**config.mk**
```make
export PLATFORM = sky130hd
export DESIGN_NAME = uni2bin_win
export DESIGN_NICKNAME = d
export VERILOG_FILES = /design/src/rtl/uni2bin_win.sv
export SDC_FILE = /design/constraint.sdc
export NUM_CORES = 1
export LEC_CHECK = 0
export BUFFER_PORTS_ARGS = -buffer_cell sky130_fd_sc_hd__clkbuf_2
export CORE_ASPECT_RATIO = 1.2
export CORE_UTILIZATION = 35
export CTS_CLUSTER_SIZE = 40
export DETAILED_ROUTE_END_ITERATION = 7
export PLACE_DENSITY_LB_ADDON = 0.08
export SYNTH_ARGS = -nofsm -noshare
export SYNTH_HDL_FRONTEND = slang
export SYNTH_SLANG_ARGS = --single-unit
```
**constraint.sdc**
```tcl
create_clock -name clk -period 2.5 [get_ports clk]
set_input_delay 0 -clock clk [delete_from_list [all_inputs] [get_ports clk]]
set_output_delay 0 -clock clk [all_outputs]
set_load 0.02 [all_outputs]
```
**src/rtl/uni2bin_win.sv**
```systemverilog
// rtl/uni2bin_win.sv - counts the ones in a unary bitstream over a window of 2^BW samples
//
// Ports:
//   clk        rising-edge clock
//   rst_n      asynchronous active-low reset
//   start      begin one conversion window (honoured in IDLE, or in HOLD during handshake)
//   abort      synchronous cancel; forces IDLE on the next edge, highest priority
//   in         unary bitstream sample, used only while accumulating
//   out_ready  downstream accepts the held result
//   out_valid  out_data holds a completed result (registered)
//   out_data   count of ones in the last completed window, 0..2^BW (registered)
//   busy       window in progress (registered)
module uni2bin_win #(
    parameter int BW = 8
) (
    input  logic          clk,
    input  logic          rst_n,
    input  logic          start,
    input  logic          abort,
    input  logic          in,
    input  logic          out_ready,
    output logic          out_valid,
    output logic [BW:0]   out_data,
    output logic          busy
);

    localparam logic [1:0] S_IDLE = 2'd0;
    localparam logic [1:0] S_ACC  = 2'd1;
    localparam logic [1:0] S_HOLD = 2'd2;

    logic [1:0]    state;
    logic [BW-1:0] sample_cnt;
    logic [BW:0]   ones_cnt;
    logic [BW:0]   ones_next;
    logic          last_sample;

    // The ones counter is one bit wider than the sample counter, so an
    // all-ones window reaches exactly 2^BW without wrapping.
    assign ones_next   = ones_cnt + {{BW{1'b0}}, in};
    assign last_sample = (sample_cnt == {BW{1'b1}});

    // busy and out_valid are kept as their own flops (mirroring state) so
    // every output comes straight from a register.
    always_ff @(posedge clk or negedge rst_n) begin
        if (!rst_n) begin
            state      <= S_IDLE;
            sample_cnt <= '0;
            ones_cnt   <= '0;
            out_data   <= '0;
            out_valid  <= 1'b0;
            busy       <= 1'b0;
        end else if (abort) begin
            // Partial count is abandoned; out_data keeps its last value.
            state     <= S_IDLE;
            busy      <= 1'b0;
            out_valid <= 1'b0;
        end else begin
            case (state)
                S_IDLE: begin
                    if (start) begin
                        state      <= S_ACC;
                        busy       <= 1'b1;
                        sample_cnt <= '0;
                        ones_cnt   <= '0;
                    end
                end
                S_ACC: begin
                    sample_cnt <= sample_cnt + 1'b1;
                    ones_cnt   <= ones_next;
                    if (last_sample) begin
                        // Final sample is folded into the published count.
                        state     <= S_HOLD;
                        busy      <= 1'b0;
                        out_valid <= 1'b1;
                        out_data  <= ones_next;
                    end
                end
                S_HOLD: begin
                    if (out_ready) begin
                        out_valid <= 1'b0;
                        if (start) begin
                            // Back-to-back window with no idle cycle.
                            state      <= S_ACC;
                            busy       <= 1'b1;
                            sample_cnt <= '0;
                            ones_cnt   <= '0;
                        end else begin
                            state <= S_IDLE;
                        end
                    end
                end
                default: begin
                    state     <= S_IDLE;
                    busy      <= 1'b0;
                    out_valid <= 1'b0;
                end
            endcase
        end
    end

endmodule

```
# Word level (Yosys, flattened, before mapping)
# Index checks and enable logic that the tools add are counted.
# op_classes
n_addsub,2
n_mul,0
div_mod_pow,0
n_lt_le_gt_ge,0
eq_ne,8
shift,0
muxes,21
bitwise,1
n_reduce_logical,7
# op_table
operator,count
9-bit one-hot mux with 3 select lines,1
8-bit one-hot mux with 3 select lines,1
9-bit two-way mux,2
8-bit two-way mux,2
3-bit AND reduction,4
9-bit by 1-bit adder with 9-bit output,1
3-bit != test (second input constant),3
8-bit by 1-bit adder with 8-bit output (second input constant),1
8-bit == test (second input constant),1
1-bit two-way mux,8
2-bit two-way mux,4
1-bit one-hot mux with 3 select lines,2
2-bit one-hot mux with 3 select lines,1
2-bit != test (second input constant),2
3-bit nonzero test,1
2-bit by 1-bit == test with 1-bit output (second input constant),1
2-bit == test (second input constant),1
2-bit zero test,1
2-bit AND reduction,1
1-bit NOT,1
# word_totals
regBits,30
latch_bits,0
ramBits,0
romBits,0
input_bits,6
out_inout_bits,11
memories,0

# Logic depth before layout (Yosys ltp)
# Gate-level depths: netlist of the first run.
# logic_depth
ltp_word,4
mapped_depth,7
depth_no_buf,6

# Least setup slack after synthesis of the first run
# No wires, ideal clock.
# synth_path
path_type,register to register
startpoint,register state[1]
endpoint,register out_data[0]
setup_ns,0.125
arrival_time_ns,1.657
slack_ns,0.718
stages_incl_launch_ff,6
period_less_slack_ns,1.782
path_cell_list,dfrtp_1 buf_6 or3b_1 buf_6 nor3_4 mux2_2
# synth_via
elab_chain_len,2
# synth_rtl
element,line_no,rtl
"start, declared",31,logic [1:0] state;
"start signal, assigned",46,state <= S_IDLE;
"start signal, assigned",54,state <= S_IDLE;
"start signal, assigned",61,state <= S_ACC;
2-bit by 1-bit == test with 1-bit output,58,case (state)
3-bit AND reduction (no line),--,
"end signal, assigned",75,out_data <= ones_next;
"end, declared",23,"output logic [BW:0] out_data,"
# No other way between the ends.
# A chain may end at the register's enable or synchronous reset.

# Worst setup path after layout of the first run
# layout_path
startpoint,register state[1]
endpoint,register out_data[4]
# The elaborated chain is that of the path after synthesis.

==> out/results.txt, run 1 <==
#FFs+latches synth = 30
YS warnings = 0
Final Non-Filler Cells = 220
Slew HR = 0.492
DIE WIDTH = 61.6 um
Finished Cell Area = 1710 um2
DRC = 0
RSZ-0062 raised after global routing = false
Drt total wl = 3070 um
Async SR Flop Fraction = 1.00
H-tree levels = 2
Port bufs = 16
EDFF count, synth = 0
Die H = 73.6 um
DR iter-0 viols = 42
ANT cells = 0
Root Driver = clkbuf_8
Area Growth Syn to Fin = 14.7%
Cts bufs inserted = 5
Wire per inst = 14.0 um
Crit path required time = 2.70 ns
GP Congestion = 0.689
Initial antenna violation count = 0
Gr usage total = 0.169
Outcome = complete, no violations
Final core occ = 0.428
Synth cell types = 34
NumNets Final = 174
Minimum clock period = 1.96 ns
Period utilisation layout = 0.785
Crit start category = flip-flop
Maximum clock rate = 510 MHz
Longest Clk Path Bufs = 2
First-pass GRT wire length = 5490 um
Core box area = 4000 um2
Post-CTS Setup Repair Bufs = 0
CP endpoint kind = flip-flop
Area of the die = 4530 um2
FF/Latch Area = 751 um2
Clk sinks = 30
CTS clk-pin slew, worst paths = 0.07 ns
Post-DP Area = 1610 um2
Pre-Repair DR Iteration Count = 4
Area of the mapped netlist = 1490 um2
Area share of the largest cell type after synthesis = 0.503
CP max FO = 11
Row cnt = 25
Maximum Capacitance Violations = 0
Post-synth top area cell = dfrtp_1
Tightest Pin Transition = 0.762 ns
Syn Inst Count = 146
Pins Over Slew Limit = 0
I/O Pins = 17
Max rail drop VDD = 0.249 mV
Hpwl dp = 2130 um
TritonCTS clock tree = done
GRT overflow = 0
Synth top area cells = dfrtp_1, xnor2_1, a21oi_1
Top_reg_cell synth = dfrtp_1
Worst Clk Skew = 0.0114 ns
Largest net degree at the start of global routing = 31
Most frequent cells after synthesis = dfrtp_1, nor2_1, a21oi_1, o21ai_0, nand2_1
Finish-stage setup viols = 0
Initial cell density of the core = 0.373
Critical path class = flip-flop to flip-flop
Final hold viol count = 0
Vias per cell = 5.03
Clk_lat worst skew = 0.29 ns
Layout cells sized above 1 = 0.211
Inst Count DP = 211
LEAKAGE = 0.785 nW
Register area share after synthesis = 0.503
Post-route ant nets = 0
Vias = 1107
Fill count = 438
Pwr Density = 604 nW/um2
Area of the multi-input gates = 672 um2
Most common cell in the netlist = dfrtp_1
Post-route setup TNS = 0 ns
Worst Hold Class = input port to flip-flop
Post-synth net total = 155
Worst EP arrival = 2.17 ns
Vias in the first global route = 1211
Mapped Avg Cell Area = 10.2 um2
worst max-delay path, cell delays in order, from the launching register on:
cell and delay (ns):
dfrtp_1 0.46, or3b_1 0.57, nor3_4 0.43, buf_4 0.26
nor2_1 0.05, a21oi_1 0.11
report_power, final:
| part | switching (mW) | total, mW | internal (mW) | leakage (nW) |
|---|---|---|---|---|
| combinational | 0.0608 | 0.0997 | 0.0389 | 0.324 |
| sequential | 0.0205 | 0.527 | 0.507 | 0.414 |
| clock | 0.186 | 0.407 | 0.221 | 0.0472 |
per-stage QoR:
step	setup WS [ns]	hold WS [ns]	total power [mW]
3_3_place_gp	0.636	0.101	0.633
6_report	0.539	0.0434	1.03
4_1_cts	0.527	0.0242	1.05
5_1_grt	0.366	0.0596	1.09
3_5_place_dp	0.554	0.116	0.636
2_1_floorplan	0.718	-0.296	0.599
final cells by class:
| cell class | instances | area share |
|---|---|---|
| Clock inverter | 2 | 0.00730 |
| Clock buffer | 6 | 0.0482 |
| Inverter | 6 | 0.0131 |
| Timing Repair Buffer | 19 | 0.0614 |
| Multi-Input combinational cell | 103 | 0.392 |
| Tap cell | 54 | 0.0394 |
| Sequential cell | 30 | 0.438 |
cell families after synthesis:
kind of cell / share of synthesized area
AND/OR/NAND/NOR: 0.159
adder cells (fa/ha/maj): 0.0251
flip-flops: 0.503
multiplexers: 0.0218
buffers and inverters: 0.0477
AO/OA/AOI/OAI: 0.185
XOR/XNOR: 0.0586
placed cells by master, fill, tap and decap left out, drive strengths merged, types with 4 or more instances in the layout:
| master | synthesis | final |
|---|---|---|
| o21ai | 10 | 10 |
| nand2 | 8 | 8 |
| o31ai | 6 | 6 |
| and3 | 4 | 4 |
| dfrtp | 30 | 30 |
| nand3 | 7 | 7 |
| clkbuf | 4 | 22 |
| a31oi | 4 | 4 |
| nor2 | 13 | 13 |
| inv | 6 | 6 |
| xor2 | 4 | 4 |
| a21oi | 12 | 12 |
| xnor2 | 6 | 6 |
path summary, 6_finish.rpt:
check	start	end	slack [ns]	cells past startpoint
hold reg to reg	ones_cnt[8]	ones_cnt[8]	0.51	1
hold / removal	start	state[0]	0.04	3
setup reg to reg	state[1]	out_data[4]	0.54	5
min in group asynchronous	rst_n	sample_cnt[4]	0.32	2
setup / recovery	state[1]	out_data[4]	0.54	5
max in group asynchronous	rst_n	sample_cnt[1]	1.69	2
what timing repair did:
item | CTS | global route
endpoints found under the hold margin | 30 | 0
hold buffers | 1 | 0
resized for setup | 0 | 0
routing by layer:
metal	up-vias	global-route usage	share of wire
met5	-	0	0
met2	10	0.281	0.52
li1	564	-	-
met3	7	0.0528	0.028
met4	0	0.0667	0.020
met1	526	0.198	0.44
registers in the layout, indices dropped and copies added, names as in the netlist:
| signal | cells |
|---|---|
| state | 2 |
| busy | 1 |
| sample_cnt | 8 |
| ones_cnt | 9 |
| out_data | 9 |
| out_valid | 1 |
(Power assumes the default switching activity.)
==> run 2: changes to the inputs <==
Clock period 2.5 ns to 1.9 ns, I/O delays scaled along.
==> run 2 against run 1 <==
Cell count increased by 0.91%. Worst hold slack improved by 0.012 ns. First-iteration DRC count rose by 64%. Critical path type unchanged. Largest cell class unchanged.
==> out/results.txt, run 2 (synthesized netlist as in run 1, its figures left out) <==
Area of the multi-input gates = 672 um2
Worst Clk Skew = 0.00469 ns
Post-cts sizing count = 0
Longest Clk Path Bufs = 2
Finish-stage setup viols = 0
Area Growth Syn to Fin = 15.4%
Setup WS pre-CTS = 0.156 ns
Post-route setup TNS = 0 ns
Clk_lat worst skew = 0.28 ns
DRC = 0
H-tree levels = 2
Cts bufs inserted = 5
CP endpoint kind = flip-flop
Commonest non-fill, non-tap cell in the layout = dfrtp_1
Crit start category = flip-flop
Maximum clock rate = 569 MHz
Max rail drop VDD = 0.363 mV
Worst EP arrival = 1.96 ns
Drt total wl = 3160 um
Fill count = 419
RSZ-0062 raised after global routing = false
DIE WIDTH = 61.6 um
I/O Pins = 17
Initial cell density of the core = 0.373
Post-route ant nets = 0
Gr usage total = 0.170
Wire per inst = 14.2 um
Die H = 73.6 um
CP max FO = 17
Tightest Pin Transition = 0.761 ns
Post-CTS Setup Repair Bufs = 0
CTS clk-pin slew, worst paths = 0.07 ns
Initial antenna violation count = 0
Slew HR = 0.493
Finished Cell Area = 1720 um2
Worst Hold Class = input port to flip-flop
Vias = 1128
First-pass GRT wire length = 5510 um
Commonest non-fill, non-tap cells in the layout = dfrtp_1, clkbuf_2, nor2_1
Vias in the first global route = 1217
Setup ws final = 0.141 ns
Critical path class = flip-flop to flip-flop
NumNets Final = 176
Outcome = complete, no violations
Biggest regs = ones_cnt x9, out_data x9, sample_cnt x8
Area of the die = 4530 um2
TritonCTS clock tree = done
Vias per cell = 5.08
Hpwl dp = 2280 um
Largest net degree at the start of global routing = 31
Port bufs = 16
GRT overflow = 0
Pre-Repair DR Iteration Count = 4
Layout cells sized above 1 = 0.214
Core box area = 4000 um2
Post-DP Area = 1620 um2
Pwr Density = 788 nW/um2
DR iter-0 viols = 69
Crit path required time = 2.10 ns
Clk sinks = 30
GP Congestion = 0.745
ANT cells = 0
Row cnt = 25
LEAKAGE = 0.796 nW
Minimum clock period = 1.76 ns
Period utilisation layout = 0.926
Pins Over Slew Limit = 0
Root Driver = clkbuf_8
Final hold viol count = 0
FF/Latch Area = 751 um2
Maximum Capacitance Violations = 0
==> run 2: power by group <==
group | switching, mW | leakage, nW | internal, mW
Combinational | 0.0822 | 0.334 | 0.0533
Clock | 0.240 | 0.0482 | 0.292
Sequential | 0.0256 | 0.414 | 0.667
Total | 0.347 | 0.796 | 1.01
==> run 2: layout make-up <==
| cell class | instances | area share |
|---|---|---|
| clock buffer | 7 | 0.0501 |
| clock inverter | 1 | 0.00290 |
| inverter | 6 | 0.0131 |
| multi-input combinational | 103 | 0.390 |
| sequential | 30 | 0.435 |
| tap | 54 | 0.0392 |
| timing repair buffer | 21 | 0.0697 |
==> run 2: worst max-delay path, cell delays in order (launching register included) <==
cell	delay, ns
dfrtp_1	0.42
nand2b_1	0.21
a21o_2	0.36
or4_1	0.51
a21oi_1	0.18
==> run 2: metrics by stage <==
step	power [mW]	instances	utilization	hold slack [ns]
after floorplan	0.788	146	-	-0.296
final	1.36	222	0.431	0.0557
after global routing	1.43	222	0.431	0.0880
after global placement	0.838	213	0.405	0.112
after detailed placement	0.841	213	0.405	0.117
after CTS	1.38	222	0.431	0.0472
==> run 2: layer usage <==
| metal | global-route usage | share of wire | vias up |
|---|---|---|---|
| met2 | 0.281 | 0.50 | 16 |
| met4 | 0.0741 | 0.018 | 0 |
| met5 | 0 | 0 | - |
| li1 | - | - | 564 |
| met1 | 0.198 | 0.45 | 542 |
| met3 | 0.0563 | 0.032 | 6 |
==> run 2: worst paths after layout <==
kind,start,to,slack (ns),cells past startpoint
setup / recovery,state[0],sample_cnt[3],0.14,4
max in group asynchronous,rst_n,out_data[4],1.10,2
hold reg to reg,ones_cnt[0],ones_cnt[0],0.50,1
min in group asynchronous,rst_n,sample_cnt[5],0.32,2
setup reg to reg,state[0],sample_cnt[3],0.14,4
hold / removal,start,busy,0.06,3
==> run 2: what timing repair did <==
| action | CTS | global route |
|---|---|---|
| endpoints found under the setup margin | 0 | 0 |
| hold endpoints to repair | 30 | 0 |
| hold buffers | 1 | 0 |
==> run 3: changes to the inputs <==
Settings changed: CORE_UTILIZATION 35 to 55, CTS_BUF_LIST from default to sky130_fd_sc_hd__clkbuf_16.
==> run 3 against run 2 <==
Worst hold slack improved by 0.0028 ns. Register-to-register slack improved by 0.03 ns. Total power rose by 14%. Critical endpoint is now sample_cnt[5]. Largest cell class unchanged.
==> out/results.txt, run 3 (synthesized netlist as in run 1, its figures left out) <==
Outcome = complete, no violations
CP max FO = 17
Cts bufs inserted = 5
Tightest Pin Transition = 0.731 ns
Critical path class = flip-flop to flip-flop
ANT cells = 0
CP endpoint kind = flip-flop
Crit start category = flip-flop
Post-CTS Setup Repair Bufs = 0
First-pass GRT wire length = 5260 um
H-tree levels = 2
Worst Clk Skew = 0.00327 ns
Drt total wl = 2940 um
Clk_lat worst skew = 0.27 ns
Commonest non-fill, non-tap cells in the layout = dfrtp_1, clkbuf_2, nor2_1
Area of the multi-input gates = 672 um2
Pre-Repair DR Iteration Count = 4
CTS clk-pin slew, worst paths = 0.05 ns
Core box area = 2550 um2
WHS = 0.0585 ns
Largest net degree at the start of global routing = 31
Commonest non-fill, non-tap cell in the layout = dfrtp_1
Clock power frac = 0.463
FF/Latch Area = 751 um2
Pwr Total = 1.55 mW
Clk sinks = 30
Gr usage total = 0.245
Net Sw Power = 357 uW
Wire per inst = 14.7 um
RSZ-0062 raised after global routing = false
Area of the die = 2930 um2
TritonCTS clock tree = done
GRT overflow = 0
Initial cell density of the core = 0.585
Switching Share = 0.231
DR iter-0 viols = 34
GP Congestion = 0.901
Fill count = 227
Post-cts sizing count = 0
Minimum clock period = 1.72 ns
Vias = 1153
Final hold viol count = 0
Pins Over Slew Limit = 0
Port bufs = 16
Finish-stage setup viols = 0
DIE WIDTH = 49.6 um
Final core occ = 0.681
Internal = 1.19 mW
Slew HR = 0.513
Row cnt = 20
Worst Hold Class = input port to flip-flop
Post-route ant nets = 0
Die H = 59.1 um
Root Driver = clkbuf_16
Vias in the first global route = 1172
Period utilisation layout = 0.907
LEAKAGE = 0.820 nW
Worst EP arrival = 1.92 ns
Max rail drop VDD = 0.751 mV
Comb pwr share = 0.087
Hpwl dp = 2040 um
NumNets Final = 176
Pwr Density = 888 nW/um2
Maximum Capacitance Violations = 0
Layout cells sized above 1 = 0.204
I/O Pins = 17
Longest Clk Path Bufs = 2
Vias per cell = 5.77
Biggest regs = ones_cnt x9, out_data x9, sample_cnt x8
Part of the power in registers = 0.451
Crit path required time = 2.10 ns
Initial antenna violation count = 0
DRC = 0
Area Growth Syn to Fin = 16.4%
Hold Buf Count CTS = 1
Maximum clock rate = 580 MHz
Post-route setup TNS = 0 ns
run 3: per-layer routing:
| layer | GRT usage | part of all wire | up-vias |
|---|---|---|---|
| met5 | 0 | 0 | - |
| met4 | 0.122 | 0.021 | 0 |
| met3 | 0.0615 | 0.030 | 8 |
| met2 | 0.431 | 0.53 | 18 |
| met1 | 0.275 | 0.42 | 561 |
| li1 | - | - | 566 |
run 3: cell type report:
cell class	instances	share of cell area
Inverter	6	0.0129
Tap cell	33	0.0237
Clock buffer	5	0.0719
Sequential cell	30	0.432
Multi-Input combinational cell	103	0.386
Timing Repair Buffer	21	0.0691
Clock inverter	2	0.00432
run 3: power by group through the flow:
stage          Sequential, mW  Combinational, mW  Clock (mW)
3_3_place_gp            0.703              0.125           0
3_5_place_dp            0.705              0.133           0
6_report                0.696              0.134       0.715
5_1_grt                 0.699              0.153       0.759
2_1_floorplan           0.702             0.0855           0
4_1_cts                 0.695              0.135       0.739
run 3: final timing paths:
check	start	to	slack, ns	depth (start not counted)
worst max-delay path	state[0]	sample_cnt[5]	0.18	4
worst min register to register	ones_cnt[8]	ones_cnt[8]	0.50	1
min in group asynchronous	rst_n	sample_cnt[3]	0.32	2
worst min-delay path	start	state[0]	0.06	3
worst max register to register	state[0]	sample_cnt[5]	0.18	4
max in group asynchronous	rst_n	out_data[8]	1.11	2
run 3: metrics by stage:
stage	instance area [um2]	worst slack (ns)	cells
global placement	1600	0.242	192
floorplan	1490	0.118	146
detailed placement	1600	0.171	192
CTS	1740	0.169	200
global route	1740	0.0518	200
finish	1740	0.176	200
run 3: worst max-delay path: stages (launching register included):
cell and delay (ns):
dfrtp_1 0.42, nand2b_1 0.21, a21o_2 0.34, or4_1 0.52, a21oi_1 0.16
